`config.mk`:
```
export PLATFORM = sky130hd
export DESIGN_NAME = stopwatch_ctrl
export DESIGN_NICKNAME = d
export VERILOG_FILES = /design/src/rtl/stopwatch_ctrl.sv
export SDC_FILE = /design/constraint.sdc
export NUM_CORES = 1
export LEC_CHECK = 0
export BUFFER_PORTS_ARGS = -buffer_cell sky130_fd_sc_hd__clkbuf_2
export CORE_ASPECT_RATIO = 0.7
export CORE_MARGIN = 2
export CORE_UTILIZATION = 64
export CTS_CLUSTER_DIAMETER = 60
export DETAILED_ROUTE_END_ITERATION = 8
export PLACE_DENSITY = 0.91
export SLEW_MARGIN = 5
export SYNTH_ARGS = -nofsm -noshare
export SYNTH_HDL_FRONTEND = slang
export SYNTH_SLANG_ARGS = --single-unit
```
`constraint.sdc`:
```
create_clock -name clk -period 5 [get_ports clk]
set_input_delay 1.25 -clock clk [delete_from_list [all_inputs] [get_ports clk]]
set_output_delay 1.25 -clock clk [all_outputs]
set_load 0.005 [all_outputs]
```
`src/rtl/stopwatch_ctrl.sv`:
```
// Stopwatch control: sync/debounce/edge-detect buttons, STOP/RUN/CLEAR FSM.
// Optional lap-hold path enabled by defining STOPWATCH_LAP_EN.
module stopwatch_btn #(
    parameter int DB_CYCLES = 1_000_000
) (
    input  logic clk,
    input  logic reset,
    input  logic raw,
    output logic pulse
);
    localparam int CW = $clog2(DB_CYCLES);

    logic          s1, s2, db, db_d;
    logic [CW-1:0] cnt;

    always_ff @(posedge clk or posedge reset) begin
        if (reset) begin
            s1   <= 1'b0;
            s2   <= 1'b0;
            db   <= 1'b0;
            db_d <= 1'b0;
            cnt  <= '0;
        end else begin
            s1   <= raw;
            s2   <= s1;
            db_d <= db;
            if (s2 == db) begin
                cnt <= '0;
            end else if (cnt == CW'(DB_CYCLES - 1)) begin
                db  <= s2;
                cnt <= '0;
            end else begin
                cnt <= cnt + CW'(1);
            end
        end
    end

    assign pulse = db & ~db_d;
endmodule

module stopwatch_ctrl #(
    parameter int DB_CYCLES = 1_000_000
) (
    input  logic       clk,
    input  logic       reset,
    input  logic       i_btn_run_stop,
    input  logic       i_btn_clear,
    input  logic       i_btn_lap,
    output logic       o_run_on,
    output logic       o_clr_on,
    output logic [1:0] o_state,
    output logic       o_lap_hold
);
    typedef enum logic [1:0] {
        ST_STOP  = 2'd0,
        ST_RUN   = 2'd1,
        ST_CLEAR = 2'd2
    } state_t;

    state_t state, state_n;
    logic   run_p, clr_p;

    stopwatch_btn #(.DB_CYCLES(DB_CYCLES)) u_run (
        .clk   (clk),
        .reset (reset),
        .raw   (i_btn_run_stop),
        .pulse (run_p)
    );

    stopwatch_btn #(.DB_CYCLES(DB_CYCLES)) u_clr (
        .clk   (clk),
        .reset (reset),
        .raw   (i_btn_clear),
        .pulse (clr_p)
    );

    always_ff @(posedge clk or posedge reset) begin
        if (reset) state <= ST_STOP;
        else       state <= state_n;
    end

    // Clear has priority over run in STOP; the run press is dropped.
    always_comb begin
        state_n = state;
        case (state)
            ST_STOP: begin
                if (clr_p)      state_n = ST_CLEAR;
                else if (run_p) state_n = ST_RUN;
            end
            ST_RUN: begin
                if (run_p) state_n = ST_STOP;
            end
            ST_CLEAR: state_n = ST_STOP;
            default:  state_n = ST_STOP;
        endcase
    end

    assign o_run_on = (state == ST_RUN);
    assign o_clr_on = (state == ST_CLEAR);
    assign o_state  = state;

`ifdef STOPWATCH_LAP_EN
    logic lap_p, lap_hold;

    stopwatch_btn #(.DB_CYCLES(DB_CYCLES)) u_lap (
        .clk   (clk),
        .reset (reset),
        .raw   (i_btn_lap),
        .pulse (lap_p)
    );

    // Toggle only while staying in RUN; leaving RUN drops the hold.
    always_ff @(posedge clk or posedge reset) begin
        if (reset)
            lap_hold <= 1'b0;
        else if (state == ST_RUN && state_n == ST_RUN)
            lap_hold <= lap_hold ^ lap_p;
        else
            lap_hold <= 1'b0;
    end

    assign o_lap_hold = lap_hold;
`else
    logic unused_lap;
    assign unused_lap = i_btn_lap;
    assign o_lap_hold = 1'b0;
`endif
endmodule
```
==> results_dict.tcl, run 1 <==
set metrics [dict create \
    status "completed" \
    final.period_utilization_pct 49.9 \
    placedCellCount 289 \
    route.vias.total 1731 \
    pd_cells_nw_per_um2 278 \
    cell_rows 18 \
    cts_sinks 50 \
    comb_power_share_pct 3.2 \
    crit_slowest_cell "or4_1" \
    worst-r2r-cell-count 5 \
    min_delay_path_depth 0 \
    crit_fanout 12 \
    r2r_slack_ns 2.50 \
    portion_of_total_power_attributed_to_the_clock_network_pct 37.9 \
    synth_nets 245 \
    clock_tree.root_cell "clkbuf_8" \
    post_cts_resized 0 \
    hold-path-endpoint "u_clr.s2$_DFF_PP0_" \
    timing.critical_path.arrival_ns 2.67 \
    routedWlPerCell_microns 14.0 \
    r2r_end "u_run.cnt[14]$_DFF_PP0_" \
    synth_sequential_area_ratio_pct 53.2 \
    worst_setup_hold_path_clk_slew_ns 0.09 \
    sequentialPowerShare_pct 58.9 \
    placeableCoreArea_sq_um 3510 \
    synthDominantCellAreaShare_pct 53.2 \
    number_of_global_route_vias_before_repair 1554 \
    syn-instance-count 238 \
    grt_first_pass_wirelength_microns 7140 \
    n_antenna_cell 0 \
    dp_hpwl_microns 2900 \
    cts_hold_buffers 0 \
    global_route.usage.total_pct 22.5 \
    cts-buffers-inserted 5 \
    detail_route.drc_violations 0 \
    drive_gt1_share_pct 9.31 \
    postRouteWirelength_microns 4150 \
    syn-cell-area_sq_um 2350 \
    cts.repair_timing.setup_buffer_count 0 \
    switching_share_of_power_pct 21.3 \
    design_power_total_uw 706 \
    synthTopCellsByCount "dfrtp_1, nor2_1, a21oi_1, nand3_1, nand2_1" \
    synth_most_common_cell "dfrtp_1" \
    route.detailed.vias_per_inst 5.83 \
    whs_ns 0.352 \
    cts_tree "built" \
    synth_top_area_cell "dfrtp_1" \
    ios 10 \
    timing.critical_path.slowest_cell_delay_ns 0.55 \
    crit-reg2reg-launch "u_run.cnt[6]$_DFF_PP0_" \
    die_h_microns 54.7 \
    power_dissipated_by_switching_net_loads_uw 150 \
    synth-seq-cells 50 \
    asyncSetResetFlopFracSynth_pct 100 \
    dp_slack_ns 2.51 \
    ys.flop_type "dfrtp_1" \
    path_delay_family "simple AND/OR/NAND/NOR gates" \
    yosys_warnings 0 \
    start_util_pct 66.9 \
    register_area_sq_um 1250 \
    multi_input_comb_area_sq_um 1030 \
    floorplan.die.width_microns 76.4 \
    antenna_left 0 \
    antenna_found_initial 0 \
    final.setup.worst_slack_ns 2.50 \
    cp.required_ns 5.18 \
    peakVddDrop_uv 189 \
    num-nets-final 253 \
    rsz0062_at_grt "no" \
    worst-setup-path-type "register to register" \
    grt-ovfl-total 0 \
    placed_area_sq_um 2430 \
    cts.htree.levels 2 \
    finalMaxSlewViolations 0 \
    worst_setup_path_end_kind "register" \
    post-route-cell-area_sq_um 2540 \
    setup_tns_ns 0 \
    yosys.cell_types.count 33 \
    die_footprint_sq_um 4180 \
    syn-mean-instance-area_sq_um 9.87 \
    crit_path_cell_trace "or4b_1 -> or4_1 -> o21ai_1 -> buf_4 -> a21oi_1" \
    crit_buf_inv 1 \
    drt_first_pass_iters 4 \
    finish.utilization_pct 72.3 \
    fmax_ghz 0.400 \
    finalSetupViolations 0 \
    power.static_leakage_nw 1.06 \
    area_growth_syn_to_layout_pct 8.09 \
    worst_setup_path_start_kind "register" \
    ctsLongestPathBuffers 2 \
    fillCellCount 264 \
    fin_worst_skew_ns 0.00947 \
    buffer_ports.inserted 7 \
    relSlewSlack_pct 35.1 \
    layout_min_cycle_time_ns 2.50 \
    clkLatencyLatePin_ns 0.30 \
    synth_enable_flop_cells 0 \
    maximum_number_of_pins_on_one_net_before_global_route_repair 51 \
    worstHoldStart "u_clr.s1$_DFF_PP0_" \
    max-cap-violations 0 \
    internal-power_uw 556 \
    layout.cells.non_filler 297 \
    hold_path_class "register to register" \
    number_of_hold_violations_in_the_final_report 0 \
    drt_iter0_markers 119 \
    gp_routability_congestion 0.823 \
    actual_transition_at_the_worst_max_transition_pin_ns 0.972 \
    cells_taking_the_most_area_after_synthesis "dfrtp_1, xnor2_1, nor2_1" \
]
power groups by stage:
stage	Sequential, mW	Clock, mW	Combinational (mW)
after detailed placement	0.424	0	0.0235
final	0.416	0.268	0.0227
after global routing	0.416	0.290	0.0279
after CTS	0.416	0.273	0.0237
after floorplan	0.422	0	0.0181
after global placement	0.423	0	0.0237
layout by cell type, fill, tap and decap left out, types with 8 or more instances in the layout:
cell / n
dfrtp_1: 50
nor2_1: 27
nand3_1: 17
a21oi_1: 17
nand2_1: 14
o21ai_0: 12
xnor2_1: 12
or4_1: 10
xor2_1: 10
or3_1: 9
inv_1: 8
clkbuf_8: 8
registers in the layout, summed over array words and instances, names as in the netlist:
name / count
u_clr.cnt: 20
u_run.cnt: 20
o_state: 2
u_clr.db: 1
u_clr.db_d: 1
u_clr.s1: 1
u_clr.s2: 1
u_run.db: 1
u_run.db_d: 1
u_run.s1: 1
u_run.s2: 1
how the worst max path moves through the flow:
stage | start | to | slack (ns) | depth (start not counted)
2_1_floorplan | reset | o_state[0]$_DFFE_PP0P_ | 2.55 | 1
4_1_cts | u_run.cnt[6]$_DFF_PP0_ | u_run.cnt[14]$_DFF_PP0_ | 2.48 | 5
5_1_grt | u_run.cnt[6]$_DFF_PP0_ | u_run.cnt[14]$_DFF_PP0_ | 2.35 | 5
6_report | u_run.cnt[6]$_DFF_PP0_ | u_run.cnt[14]$_DFF_PP0_ | 2.50 | 5
3_5_place_dp | u_run.cnt[6]$_DFF_PP0_ | u_run.cnt[12]$_DFF_PP0_ | 2.51 | 5
3_3_place_gp | u_run.cnt[6]$_DFF_PP0_ | u_run.cnt[19]$_DFF_PP0_ | 2.54 | 5
cell families (layout without fill, tap and decap cells):
| kind of cell | after synthesis | count (layout) | synth area share (%) |
|---|---|---|---|
| buf+inv | 17 | 26 | 3.03 |
| simple gates | 109 | 109 | 25.3 |
| mux | 2 | 2 | 0.958 |
| xor+xnor | 22 | 22 | 8.20 |
| other cells | 1 | 1 | 0.160 |
| compound gates | 35 | 35 | 7.99 |
| fa+ha+maj | 2 | 2 | 1.06 |
| flops | 50 | 50 | 53.2 |
cell type report:
cell class,count,share of cell area [%]
sequential,50,49.3
clock buffer,8,4.33
timing repair buffer,9,1.97
tap,50,2.46
inverter,9,1.33
multi-input combinational,171,40.6
layer usage:
layer,track usage [%],up-vias,wire length [microns]
met3,6.93,6,207
li1,-,848,-
met4,5.45,0,47
met5,0,-,0
met1,31.8,829,2050
met2,34.5,48,1850
No activity file was read; power rests on OpenSTA's default activity.
==> run 2, diff against run 1 <==
- ABC_AREA: not set -> 1
- CORE_UTILIZATION: 64 -> 55
- PLACE_DENSITY: 0.91 -> 0.84
- clock period: 5 -> 2.2 ns (I/O delays scaled with it)
==> results_dict.tcl, run 2 <==
set metrics [dict create \
    start_util_pct 56.8 \
    worst_setup_path_startpoint "o_state[0]$_DFFE_PP0P_" \
    r2r_slack_ns 0.69 \
    drt_iter0_markers 204 \
    sequentialPowerShare_pct 57.3 \
    finalMaxSlewViolations 0 \
    synth_enable_flop_cells 0 \
    synth_sequential_area_ratio_pct 46.3 \
    antenna_found_initial 0 \
    actual_transition_at_the_worst_max_transition_pin_ns 0.598 \
    comb_power_share_pct 3.9 \
    ctsLongestPathBuffers 2 \
    relSlewSlack_pct 59.9 \
    power_dissipated_by_switching_net_loads_uw 351 \
    layout_commonest_cell "nor2_1" \
    peakVddDrop_uv 328 \
    syn-mean-instance-area_sq_um 8.04 \
    cts_tree "built" \
    worst_setup_hold_path_clk_slew_ns 0.09 \
    n_antenna_cell 0 \
    max-cap-violations 0 \
    top_usage_layer "met1" \
    detail_route.drc_violations 0 \
    crit_fanout 5 \
    finalSetupViolations 0 \
    synthTopCellsByCount "nor2_1, nand2_1, dfrtp_1" \
    worst-r2r-cell-count 8 \
    worst_setup_path_end_kind "output pin" \
    placeableCoreArea_sq_um 4760 \
    drt_first_pass_iters 4 \
    crit-reg2reg-launch "u_run.cnt[0]$_DFF_PP0_" \
    r2r_end "u_run.cnt[0]$_DFF_PP0_" \
    register_area_sq_um 1250 \
    crit_slowest_cell "dfrtp_1" \
    synth-seq-cells 50 \
    worst_setup_path_start_kind "register" \
    synth_nets 343 \
    area_growth_syn_to_layout_pct 8.43 \
    cell_rows 21 \
    final.period_utilization_pct 69.1 \
    route.vias.total 2119 \
    timing.critical_path.arrival_ns 0.97 \
    buffer_ports.inserted 7 \
    die_footprint_sq_um 5500 \
    dp_hpwl_microns 3850 \
    crit_buf_inv 2 \
    portion_of_total_power_attributed_to_the_clock_network_pct 38.8 \
    mostFrequentLayoutCells "nor2_1, nand2_1, dfrtp_1, inv_1, nand3_1" \
    fin_worst_skew_ns 0.00652 \
    routedWlPerCell_microns 12.3 \
    power.static_leakage_nw 1.23 \
    cts.htree.levels 2 \
    ys.flop_type "dfrtp_1" \
    antenna_left 0 \
    synth_most_common_cell "nor2_1" \
    syn-instance-count 336 \
    fillCellCount 413 \
    cell_count_along_the_critical_path 3 \
    cells_taking_the_most_area_after_synthesis "dfrtp_1, nor2_1, nand2_1" \
    maximum_number_of_pins_on_one_net_before_global_route_repair 51 \
    num-nets-final 355 \
    cp.required_ns 1.65 \
    postRouteWirelength_microns 5150 \
    gp_routability_congestion 0.928 \
    status "completed" \
    synth_top_area_cell "dfrtp_1" \
    layout_min_cycle_time_ns 1.52 \
    number_of_hold_violations_in_the_final_report 0 \
    path_delay_family "flip-flops" \
    cts_hold_buffers 0 \
    hold_path_class "input pin to asynchronous set/reset pin" \
    floorplan.die.width_microns 87.8 \
    crit_end "o_run_on" \
    switching_share_of_power_pct 21.4 \
    cts-buffers-inserted 5 \
    groute.layer.met3.usage_pct 3.57 \
    synthDominantCellAreaShare_pct 46.3 \
    internal-power_mw 1.29 \
    cts.repair_timing.setup_buffer_count 0 \
    setup_tns_ns 0 \
    fmax_ghz 0.658 \
    timing.critical_path.slowest_cell_delay_ns 0.41 \
    finish.utilization_pct 61.6 \
    pd_cells_nw_per_um2 560 \
    post_cts_resized 0 \
    grt-ovfl-total 0 \
    ios 10 \
    grt_util_met2_pct 30.5 \
    yosys_warnings 0 \
    multi_input_comb_area_sq_um 1290 \
    number_of_global_route_vias_before_repair 1986 \
    global_route.usage.total_pct 21.4 \
    crit_path_cell_trace "inv_1 -> nor2_1 -> clkbuf_2" \
    cts_sinks 50 \
    drive_gt1_share_pct 13.8 \
    die_h_microns 62.6 \
    rsz0062_at_grt "no" \
    yosys.cell_types.count 29 \
    grt_first_pass_wirelength_microns 9200 \
    route.detailed.vias_per_inst 5.07 \
    clock_tree.root_cell "clkbuf_8" \
    asyncSetResetFlopFracSynth_pct 100 \
    syn-cell-area_sq_um 2700 \
    worst-setup-path-type "register to output pin" \
    met1_resource_use_gr_pct 33.4 \
    clkLatencyLatePin_ns 0.30 \
]
[run 2: how the worst min path moves through the flow]
stage / start / endpoint / slack [ns] / depth (start not counted)
4_1_cts: reset / u_clr.cnt[16]$_DFF_PP0_ / 0.28 / 3
6_report: reset / u_clr.cnt[16]$_DFF_PP0_ / 0.27 / 3
2_1_floorplan: u_clr.s1$_DFF_PP0_ / u_clr.s2$_DFF_PP0_ / 0.33 / 0
3_5_place_dp: u_clr.s1$_DFF_PP0_ / u_clr.s2$_DFF_PP0_ / 0.34 / 0
5_1_grt: reset / u_clr.cnt[16]$_DFF_PP0_ / 0.28 / 3
3_3_place_gp: u_run.s1$_DFF_PP0_ / u_run.s2$_DFF_PP0_ / 0.33 / 0
[run 2: per-layer routing]
metal  routed length (microns)  up-vias
met3                       317        7
li1                          -     1064
met5                         0        -
met1                      2590      979
met4                        59        0
met2                      2190       69
[run 2: stage by stage]
stage	instance area (sq um)	hold slack [ns]	worst slack [ns]	total power, mW	cells
finish	2930	0.266	0.681	1.64	418
global route	2930	0.278	0.504	1.72	418
CTS	2930	0.278	0.668	1.66	418
detailed placement	2820	0.340	0.721	1.02	410
global placement	2820	0.333	0.757	1.02	410
floorplan	2700	0.331	0.449	1.00	336
[run 2: area by class of cell]
type | count | area share [%]
Multi-Input combinational cell | 247 | 44.2
Sequential cell | 50 | 42.7
Inverter | 36 | 4.61
Tap cell | 69 | 2.95
Clock buffer | 7 | 2.61
Timing Repair Buffer | 8 | 1.88
Clock inverter | 1 | 1.03
[run 2: cell families after synthesis]
family | after synthesis | share of synthesized area (%)
and+or+nand+nor | 208 | 36.0
DFF | 50 | 46.3
buffers and inverters | 39 | 5.74
xor gates and xnor gates | 22 | 7.69
AOI/OAI and AO/OA | 14 | 3.15
adders and majority gates | 2 | 0.926
other | 1 | 0.139
[run 2: power by group through the flow]
stage / combinational, mW / sequential, mW / clock [mW]
2_1_floorplan: 0.0463 / 0.956 / 0
3_3_place_gp: 0.0637 / 0.957 / 0
3_5_place_dp: 0.0662 / 0.959 / 0
4_1_cts: 0.0670 / 0.940 / 0.651
5_1_grt: 0.0763 / 0.942 / 0.700
6_report: 0.0641 / 0.940 / 0.637
[run 2: worst reg2reg max path, cell delays in order, from the launching register on]
cell and delay (ns):
dfrtp_1 0.38, ha_1 0.20, nand2_1 0.11, nor2_4 0.16
nand2_2 0.11, nor2_4 0.15, a21oi_4 0.09, inv_2 0.15
nor2_1 0.06
==> run 3, diff against run 2 <==
- ABC_AREA: 1 -> 0
- CORE_UTILIZATION: 55 -> 60
- PLACE_DENSITY: 0.84 -> 0.87
- clock period: 2.2 -> 1.5 ns (I/O delays scaled with it)
==> results_dict.tcl, run 3 (synthesis gave the netlist of run 1 again) <==
set metrics [dict create \
    power.static_leakage_nw 1.45 \
    relSlewSlack_pct 65.4 \
    drt_first_pass_iters 9 \
    number_of_hold_violations_in_the_final_report 0 \
    max-cap-violations 0 \
    global_route.usage.total_pct 41.9 \
    antenna_left 0 \
    area_growth_syn_to_layout_pct 45.4 \
    layout_min_cycle_time_ns 2.20 \
    detail_route.drc_violations 23 \
    pd_cells_nw_per_um2 693 \
    ios 10 \
    die_footprint_sq_um 4440 \
    grt_first_pass_wirelength_microns 13500 \
    whs_ns 0.103 \
    r2r_end "u_run.db$_DFFE_PP0P_" \
    peakVddDrop_uv 660 \
    buffer_ports.inserted 7 \
    final.setup.worst_slack_ns -0.695 \
    clkLatencyLatePin_ns 0.32 \
    n_antenna_cell 0 \
    finalSetupViolations 42 \
    drive_gt1_share_pct 46.1 \
    fillCellCount 103 \
    num-nets-final 324 \
    multi_input_comb_area_sq_um 1350 \
    grt-ovfl-total 0 \
    route.vias.total 2651 \
    drt_iter0_markers 506 \
    placedCellCount 349 \
    placeableCoreArea_sq_um 3630 \
    worst_setup_path_end_kind "register" \
    final.period_utilization_pct 146 \
    finish.utilization_pct 94.2 \
    cts-buffers-inserted 5 \
    worst_setup_path_start_kind "register" \
    die_h_microns 56.4 \
    timing.critical_path.slowest_cell_delay_ns 0.60 \
    worst-setup-path-type "register to register" \
    layout_commonest_cell "buf_4" \
    dp_slack_ns -0.565 \
    post-route-cell-area_sq_um 3420 \
    crit_slowest_cell "or4b_1" \
    antenna_found_initial 0 \
    status "finished with violations" \
    finalMaxSlewViolations 0 \
    worst-r2r-cell-count 4 \
    dp_hpwl_microns 4160 \
    cts_tree "built" \
    floorplan.die.width_microns 78.8 \
    number_of_global_route_vias_before_repair 2443 \
    crit_fanout 2 \
    crit-reg2reg-launch "u_run.cnt[8]$_DFF_PP0_" \
    postRouteWirelength_microns 10100 \
    register_area_sq_um 1250 \
    cts_sinks 50 \
    cell_rows 18 \
    r2r_slack_ns -0.70 \
    gp_routability_congestion 0.835 \
    rsz0062_at_grt "yes" \
    timing.critical_path.arrival_ns 2.39 \
    worst_setup_hold_path_clk_slew_ns 0.10 \
    start_util_pct 64.8 \
    maximum_number_of_pins_on_one_net_before_global_route_repair 51 \
    hold_path_class "input pin to asynchronous set/reset pin" \
    cts.htree.levels 2 \
    cts_hold_buffers 0 \
    route.detailed.vias_per_inst 7.22 \
    cp.required_ns 1.70 \
    routedWlPerCell_microns 27.6 \
    mostFrequentLayoutCells "buf_4, dfrtp_1, a21oi_2, nor2_1, nand3_1" \
    failing_checks "design-rule violations, negative setup slack" \
    layout.cells.non_filler 367 \
    actual_transition_at_the_worst_max_transition_pin_ns 0.515 \
    fin_worst_skew_ns 0.0127 \
    clock_tree.root_cell "clkbuf_8" \
    crit_path_cell_trace "or4b_1 -> or4_4 -> nor2_2 -> mux2_4" \
    ctsLongestPathBuffers 2 \
    placed_area_sq_um 2950 \
    fmax_ghz 0.455 \
]
## run 3: report_power, final
part / leakage, nW / internal, mW / switching (mW)
clock network: 0.0383 / 0.323 / 0.475
registers: 0.683 / 1.37 / 0.0140
logic: 0.730 / 0.0752 / 0.114
total: 1.45 / 1.76 / 0.603
## run 3: how the worst max path moves through the flow
stage / from / end / slack, ns / cells past startpoint
final: u_run.cnt[8]$_DFF_PP0_ / u_run.db$_DFFE_PP0P_ / -0.70 / 4
after global routing: u_run.cnt[8]$_DFF_PP0_ / u_run.db$_DFFE_PP0P_ / -0.80 / 4
after CTS: u_run.cnt[8]$_DFF_PP0_ / u_run.db$_DFFE_PP0P_ / -0.51 / 4
after detailed placement: u_run.cnt[8]$_DFF_PP0_ / u_run.cnt[4]$_DFF_PP0_ / -0.56 / 5
after global placement: u_run.cnt[8]$_DFF_PP0_ / u_run.cnt[4]$_DFF_PP0_ / -0.54 / 5
after floorplan: u_run.cnt[8]$_DFF_PP0_ / u_run.db$_DFFE_PP0P_ / -0.44 / 4
## run 3: timing repair
action	in CTS	in global routing
resized for setup	53	20
setup endpoints to repair	42	42
gates cloned	1	0
pin swaps	20	7
setup buffers	5	5
## run 3: metrics by stage
stage / setup TNS, ns / total power, mW
after floorplan: -9.61 / 1.47
after global placement: -15.43 / 1.53
after detailed placement: -18.91 / 1.54
after CTS: -13.87 / 2.27
after global routing: -23.30 / 2.41
final: -20.55 / 2.37
## run 3: area by class of cell
class,instances,area share [%]
Tap cell,50,1.83
Multi-Input combinational cell,171,39.4
Clock buffer,7,2.23
Timing Repair Buffer,80,18.8
Sequential cell,50,36.7
Inverter,9,1.10
## run 3: layer usage
layer  track usage [%]  vias up  wire, microns  share of wire, %
met1              51.4     1201           3360                33
met3              12.2      136           1530                15
li1                  -      991              -                 -
met5                 0        -              0                 0
met4              20.8        0           1040                10
met2              67.9      323           4210                41
## run 3: worst max-delay path, delay by kind of cell (launching register included)
family,cells,cell delay [ns]
AND/OR/NAND/NOR,3,1.35
flip-flops,1,0.42
multiplexers,1,0.32
